$ cat config.mk
export PLATFORM = sky130hd
export DESIGN_NAME = spi_slave_xfer
export DESIGN_NICKNAME = d
export VERILOG_FILES = /design/src/rtl/spi_slave_xfer.sv
export SDC_FILE = /design/constraint.sdc
export NUM_CORES = 1
export LEC_CHECK = 0
export BUFFER_PORTS_ARGS = -buffer_cell sky130_fd_sc_hd__buf_2
export CORE_UTILIZATION = 60
export CTS_CLUSTER_DIAMETER = 150
export DETAILED_ROUTE_END_ITERATION = 7
export PLACE_DENSITY_LB_ADDON = 0.15
export SLEW_MARGIN = 20
export SYNTH_ARGS = -nofsm -noshare
export SYNTH_HDL_FRONTEND = slang
export SYNTH_SLANG_ARGS = --single-unit
$ cat constraint.sdc
create_clock -name clk_i -period 4.1 [get_ports clk_i]
set_input_delay 0.615 -clock clk_i [delete_from_list [all_inputs] [get_ports clk_i]]
set_output_delay 0.615 -clock clk_i [all_outputs]
set_load 0.005 [all_outputs]
$ cat src/rtl/spi_slave_xfer.sv
// SPI target-side transfer engine: oversamples sck/nss/mosi in clk_i, deserialises RX words
// onto a valid/ready port and serialises TX words from a valid/ready port onto miso.
module spi_slave_xfer #(
  parameter int SYNC_STAGES = 2,
  parameter int DATA_WIDTH  = 32
) (
  input  logic                  clk_i,
  input  logic                  rst_n_i,
  input  logic                  cpol_i,
  input  logic                  cpha_i,
  input  logic                  lsb_i,
  input  logic [1:0]            dtb_i,
  input  logic                  spi_sck_i,
  input  logic                  spi_nss_i,
  input  logic                  spi_mosi_i,
  output logic                  spi_miso_o,
  input  logic                  tx_valid_i,
  output logic                  tx_ready_o,
  input  logic [DATA_WIDTH-1:0] tx_data_i,
  output logic                  rx_valid_o,
  input  logic                  rx_ready_i,
  output logic [DATA_WIDTH-1:0] rx_data_o,
  output logic                  busy_o,
  output logic                  ovf_o,
  output logic                  unf_o
);
  localparam int CNT_W = $clog2(DATA_WIDTH + 1);
  localparam int IDX_W = $clog2(DATA_WIDTH);

  typedef enum logic [1:0] {IDLE = 2'd0, LOAD = 2'd1, SHIFT = 2'd2, DONE = 2'd3} state_e;
  state_e state_q, state_d;

  logic [SYNC_STAGES-1:0] sck_sync_q, nss_sync_q, mosi_sync_q;
  logic                   sck_prev_q, nss_prev_q;
  logic                   sck_s, nss_s, mosi_s;

  assign sck_s  = sck_sync_q[SYNC_STAGES-1];
  assign nss_s  = nss_sync_q[SYNC_STAGES-1];
  assign mosi_s = mosi_sync_q[SYNC_STAGES-1];

  always_ff @(posedge clk_i or negedge rst_n_i) begin
    if (!rst_n_i) begin
      sck_sync_q  <= '0;
      nss_sync_q  <= '1;
      mosi_sync_q <= '0;
      sck_prev_q  <= 1'b0;
      nss_prev_q  <= 1'b1;
    end else begin
      sck_sync_q  <= {sck_sync_q[SYNC_STAGES-2:0], spi_sck_i};
      nss_sync_q  <= {nss_sync_q[SYNC_STAGES-2:0], spi_nss_i};
      mosi_sync_q <= {mosi_sync_q[SYNC_STAGES-2:0], spi_mosi_i};
      sck_prev_q  <= sck_s;
      nss_prev_q  <= nss_s;
    end
  end

  logic                  cpol_q, cpha_q, lsb_q;
  logic [1:0]            dtb_q;
  logic                  cpol_d, cpha_d, lsb_d;
  logic [1:0]            dtb_d;
  logic [DATA_WIDTH-1:0] tx_sr_q, tx_sr_d, rx_sr_q, rx_sr_d;
  logic [DATA_WIDTH-1:0] rx_data_q, rx_data_d;
  logic [CNT_W-1:0]      cnt_q, cnt_d;
  logic                  miso_q, miso_d;
  logic                  rx_valid_q, rx_valid_d;
  logic                  ovf_q, ovf_d;

  logic sck_rise, sck_fall, lead_edge, trail_edge, sample_edge, shift_edge, nss_fall;
  assign sck_rise    = sck_s & ~sck_prev_q;
  assign sck_fall    = ~sck_s & sck_prev_q;
  assign lead_edge   = cpol_q ? sck_fall : sck_rise;
  assign trail_edge  = cpol_q ? sck_rise : sck_fall;
  assign sample_edge = cpha_q ? trail_edge : lead_edge;
  assign shift_edge  = cpha_q ? lead_edge : trail_edge;
  assign nss_fall    = nss_prev_q & ~nss_s;

  logic [CNT_W-1:0]      n_bits;
  logic [IDX_W-1:0]      n_m1_q, n_m1_i;
  logic [DATA_WIDTH-1:0] load_word, tx_next, rx_lsb_ins, rx_mask;

  assign n_bits    = CNT_W'({dtb_q, 3'b000}) + CNT_W'(8);
  assign n_m1_q    = IDX_W'({dtb_q, 3'b111});
  assign n_m1_i    = IDX_W'({dtb_i, 3'b111});
  assign load_word = tx_valid_i ? tx_data_i : '0;
  assign tx_next   = lsb_q ? (tx_sr_q >> 1) : (tx_sr_q << 1);
  assign rx_mask   = {DATA_WIDTH{1'b1}} >> (CNT_W'(DATA_WIDTH) - n_bits);

  always_comb begin
    rx_lsb_ins         = rx_sr_q >> 1;
    rx_lsb_ins[n_m1_q] = mosi_s;
  end

  always_comb begin
    state_d = state_q;
    cpol_d  = cpol_q;
    cpha_d  = cpha_q;
    lsb_d   = lsb_q;
    dtb_d   = dtb_q;
    tx_sr_d = tx_sr_q;
    rx_sr_d = rx_sr_q;
    cnt_d   = cnt_q;
    miso_d  = miso_q;
    unique case (state_q)
      IDLE: begin
        miso_d = 1'b0;
        if (nss_fall) state_d = LOAD;
      end
      LOAD: begin
        if (nss_s) begin
          miso_d  = 1'b0;
          state_d = IDLE;
        end else begin
          cpol_d  = cpol_i;
          cpha_d  = cpha_i;
          lsb_d   = lsb_i;
          dtb_d   = dtb_i;
          tx_sr_d = load_word;
          rx_sr_d = '0;
          cnt_d   = '0;
          miso_d  = lsb_i ? load_word[0] : load_word[n_m1_i];
          state_d = SHIFT;
        end
      end
      SHIFT: begin
        if (nss_s) begin
          miso_d  = 1'b0;
          state_d = IDLE;
        end else if (sample_edge) begin
          rx_sr_d = lsb_q ? rx_lsb_ins : {rx_sr_q[DATA_WIDTH-2:0], mosi_s};
          cnt_d   = cnt_q + CNT_W'(1);
          if ((cnt_q + CNT_W'(1)) == n_bits) state_d = DONE;
        end else if (shift_edge && (cnt_q != '0)) begin
          // A shift edge before the first sample is either the cpha=1 leading edge or the
          // cpha=0 trailing edge left over from the previous word; LOAD already drove bit 0.
          tx_sr_d = tx_next;
          miso_d  = lsb_q ? tx_next[0] : tx_next[n_m1_q];
        end
      end
      DONE: begin
        if (nss_s) begin
          miso_d  = 1'b0;
          state_d = IDLE;
        end else begin
          state_d = LOAD;
        end
      end
      default: state_d = IDLE;
    endcase
  end

  // RX port: rx_data_o is stable while rx_valid_o is high; a word is consumed on any clk_i
  // edge with rx_valid_o && rx_ready_i. TX port: tx_ready_o pulses in the cycle tx_data_i is taken.
  always_comb begin
    rx_valid_d = rx_valid_q;
    rx_data_d  = rx_data_q;
    ovf_d      = 1'b0;
    if (state_q == DONE) begin
      if (!rx_valid_q || rx_ready_i) begin
        rx_valid_d = 1'b1;
        rx_data_d  = rx_sr_q & rx_mask;
      end else begin
        ovf_d = 1'b1;
      end
    end else if (rx_valid_q && rx_ready_i) begin
      rx_valid_d = 1'b0;
    end
  end

  always_ff @(posedge clk_i or negedge rst_n_i) begin
    if (!rst_n_i) begin
      state_q    <= IDLE;
      cpol_q     <= 1'b0;
      cpha_q     <= 1'b0;
      lsb_q      <= 1'b0;
      dtb_q      <= 2'b00;
      tx_sr_q    <= '0;
      rx_sr_q    <= '0;
      cnt_q      <= '0;
      miso_q     <= 1'b0;
      rx_valid_q <= 1'b0;
      rx_data_q  <= '0;
      ovf_q      <= 1'b0;
    end else begin
      state_q    <= state_d;
      cpol_q     <= cpol_d;
      cpha_q     <= cpha_d;
      lsb_q      <= lsb_d;
      dtb_q      <= dtb_d;
      tx_sr_q    <= tx_sr_d;
      rx_sr_q    <= rx_sr_d;
      cnt_q      <= cnt_d;
      miso_q     <= miso_d;
      rx_valid_q <= rx_valid_d;
      rx_data_q  <= rx_data_d;
      ovf_q      <= ovf_d;
    end
  end

  assign spi_miso_o = miso_q;
  assign tx_ready_o = (state_q == LOAD) && tx_valid_i;
  assign unf_o      = (state_q == LOAD) && !tx_valid_i;
  assign rx_valid_o = rx_valid_q;
  assign rx_data_o  = rx_data_q;
  assign busy_o     = (state_q != IDLE);
  assign ovf_o      = ovf_q;

endmodule
==> reports/results.tsv <==
stage	metric	value	unit
detailed_routing	drt-total-wl	12.66	mm
clock_network	clkSlewWorstSetupHoldPaths	0.06	ns
layout	final_common_cell	nand2_1	
placed_design	port_buffers	81	
setup_path	crit_family	simple AND/OR/NAND/NOR gates	
power	p_total	4345	uW
flow_run	drv_cap	0	
detailed_routing	avgViaCountPerCell	5.662	
layout	diodes	0	
detailed_routing	drtIter0Drc	268	
layout	fin_nets	727	
placed_design	place_ws	1.505	ns
setup_path	worst-path-buf-inv	2	
grt	antenna_found_initial	0	
detailed_routing	wl_per_cell	15.50	um
layout	layout-drive-gt1-share	25.29	%
clock_network	cts_tree	yes	
die	die_width	102.4	um
placed_design	gp_congestion	0.7706	
synthesis	syn_inst	610	
setup_path	cp_max_fo	22	
sta	fmaxAchievable	381.5	MHz
setup_path	critPathRequiredTime	4.44	ns
placed_design	dp_hpwl	8.190	mm
layout	fin_area	0.007052	sq mm
clock_network	cts.root.buffer_cell	clkbuf_8	
die	die-area	0.01050	sq mm
synthesis	netlist_area	0.006053	sq mm
die	num_io_pins	82	
synthesis	ys_ff_latch	120	
detailed_routing	drc	1	
sta	whs	0.1557	ns
grt	grt_max_degree	85	
sta	period_minus_slack	2.621	ns
synthesis	synth_top_area_share	48.37	%
grt	grt_pass1_wl	20.87	mm
synthesis	synth_area_per_cell	9.923	sq um
setup_path	timing.rr.start	state_q[1]	
layout	final_cell_mix	nand2_1 (150), dfrtp_1 (116), buf_2 (80), o21ai_0 (64), inv_1 (44)	
sta	slew_headroom	43.31	%
sta	grt_setup_unrepaired	no	
die	coreArea	0.009774	sq mm
clock_network	clockBufferDepth	2	
clock_network	clock_sinks	120	
clock_network	cts_hold_buf	0	
setup_path	crit_start	state_q[1]	
hold_path	hold_path.class	in -> async	
clock_network	cts_inserted_buffers	17	
sta	worst_pin_slew	0.8471	ns
setup_path	critical_path_class	reg -> reg	
sta	fin_skew	0.006033	ns
detailed_routing	postRouteAntennaNets	0	
synthesis	ys_seq_area_share	49.67	%
status	status	complete, but fails checks	
sta	period_share	63.94	%
setup_path	crit_path_cell_trace	inv_1, ha_1, nor2b_1, nor2b_2, buf_4, a222oi_1	
grt	grt_pass1_vias	4354	
sta	finalSetupTns	0	ns
die	start_util	61.93	%
sta	layout_setup_ws	1.479	ns
clock_network	clk_latency	0.52	ns
grt	grtUsageTotal	26.06	%
setup_path	max_stage_delay	0.57	ns
power	p_leak	0.003443	uW
die	die-height	102.4	um
synthesis	ys_types	40	
detailed_routing	vias	4626	
synthesis	synth_nets	666	
grt	overflow	0	
setup_path	start_kind	flop	
placed_design	placed_cell_area	0.006477	sq mm
die	num_rows	36	
setup_path	cp-end-kind	flop	
sta	setup_viol	0	
layout	synthToLayoutAreaGrowth	16.49	%
synthesis	synthTopCellsByArea	dfrtp_1 (48%), nand2_1 (9.3%), mux2_2 (7.8%), mux2i_1 (6.1%), a222oi_1 (5.3%)	
synthesis	synth_top_area_cell	dfrtp_1	
clock_network	htreeDepth	4	
setup_path	slowest_stage	nor2b_2	
power	powerDensity	616.1	mW/mm^2
power	ir_drop	0.0003594	V
status	violations	design-rule violations	
setup_path	cp.arrival	2.96	ns
clock_network	ctsResizeCount	0	
synthesis	yosysWarningCount	0	
sta	maxSlewViolCount	0	
clock_network	cts_setup_buffers	0	
detailed_routing	firstDrtPassIters	8	
sta	hold_viol_final	0	
[worst register-to-register path: stages, from the launching register on]
cell	delay, ns
dfrtp_1	0.45
inv_1	0.14
ha_1	0.24
nor2b_1	0.55
nor2b_2	0.57
buf_4	0.36
a222oi_1	0.14
[cells in the mapped netlist (all sizes together)]
library cell and number:
xnor2 5, a21oi 2, nand3 3, a22o 3, ha 12, a32o 1, a222oi 32, o311a 1
nand2b 10, a21boi 1, o21ai 65, mux4 1, dfrtp 117, a31o 1, a21o 2, o211ai 3
xor2 2, nor2 6, nand2 150, mux2 42, o22ai 1, and2 1, dfstp 3, inv 44
nor4 1, o2111ai 1, clkbuf 34, a2111oi 1, a211o 2, nor3 2, and3 3, buf 12
nand4 1, nor2b 7, mux2i 37, or3 1
[flip-flops by register name (all words and copies together), names as in the netlist]
register	count
rx_data_o	32
rx_sr_q	32
tx_sr_q	32
cnt_q	6
dtb_q	2
mosi_sync_q	2
nss_sync_q	2
sck_sync_q	2
state_q	2
cpha_q	1
cpol_q	1
lsb_q	1
nss_prev_q	1
ovf_o	1
rx_valid_o	1
sck_prev_q	1
spi_miso_o	1
[worst paths after layout]
kind	endpoint	slack, ns	depth (start not counted)
hold / removal	rx_data_o[30]	0.16	1
hold reg to reg	sck_sync_q[1]	0.35	0
max in group asynchronous	rx_data_o[0]	3.28	2
setup / recovery	tx_sr_q[7]	1.48	6
min in group clk_i	nss_sync_q[0]	0.19	1
setup reg to reg	tx_sr_q[7]	1.48	6
[area by class of cell]
| cell class | instances | area, sq um |
|---|---|---|
| repair buffers | 88 | 476.7 |
| flip-flops and latches | 120 | 3008 |
| multi-input cells | 400 | 2666 |
| inverters | 44 | 165.2 |
| clock inverters | 14 | 151.4 |
| well taps | 133 | 166.4 |
| clock buffers | 18 | 417.9 |
| fillers | 743 | 2723 |
[logic make-up after synthesis]
group	count (synthesis)	share of synthesized area, %
AO/OA/AOI/OAI	116	13.46
adder cells (fa/ha/maj)	12	2.480
multiplexers	80	14.30
AND/OR/NAND/NOR	185	12.73
buffers and inverters	90	6.345
XOR/XNOR	7	1.013
flip-flops	120	49.67
[power breakdown]
group	leakage (uW)	switching, uW	internal, uW
combinational	0.00162	658	593
sequential	0.00156	270	1410
clock	0.000263	544	865
[layer usage]
| layer | vias up | part of all wire [%] | global-route usage, % |
|---|---|---|---|
| met5 | - | 0 | 0 |
| li1 | 2235 | - | - |
| met4 | 0 | 1.4 | 9.670 |
| met1 | 2233 | 44 | 33.95 |
| met2 | 142 | 50 | 43.69 |
| met3 | 16 | 4.4 | 4.446 |
[metrics by stage]
step / util, % / std cells
floorplan: - / 610
global placement: 66.27 / 785
detailed placement: 66.27 / 785
CTS: 72.09 / 817
global route: 72.15 / 817
finish: 72.15 / 817
Note: power is estimated with default switching activity, not from simulation.
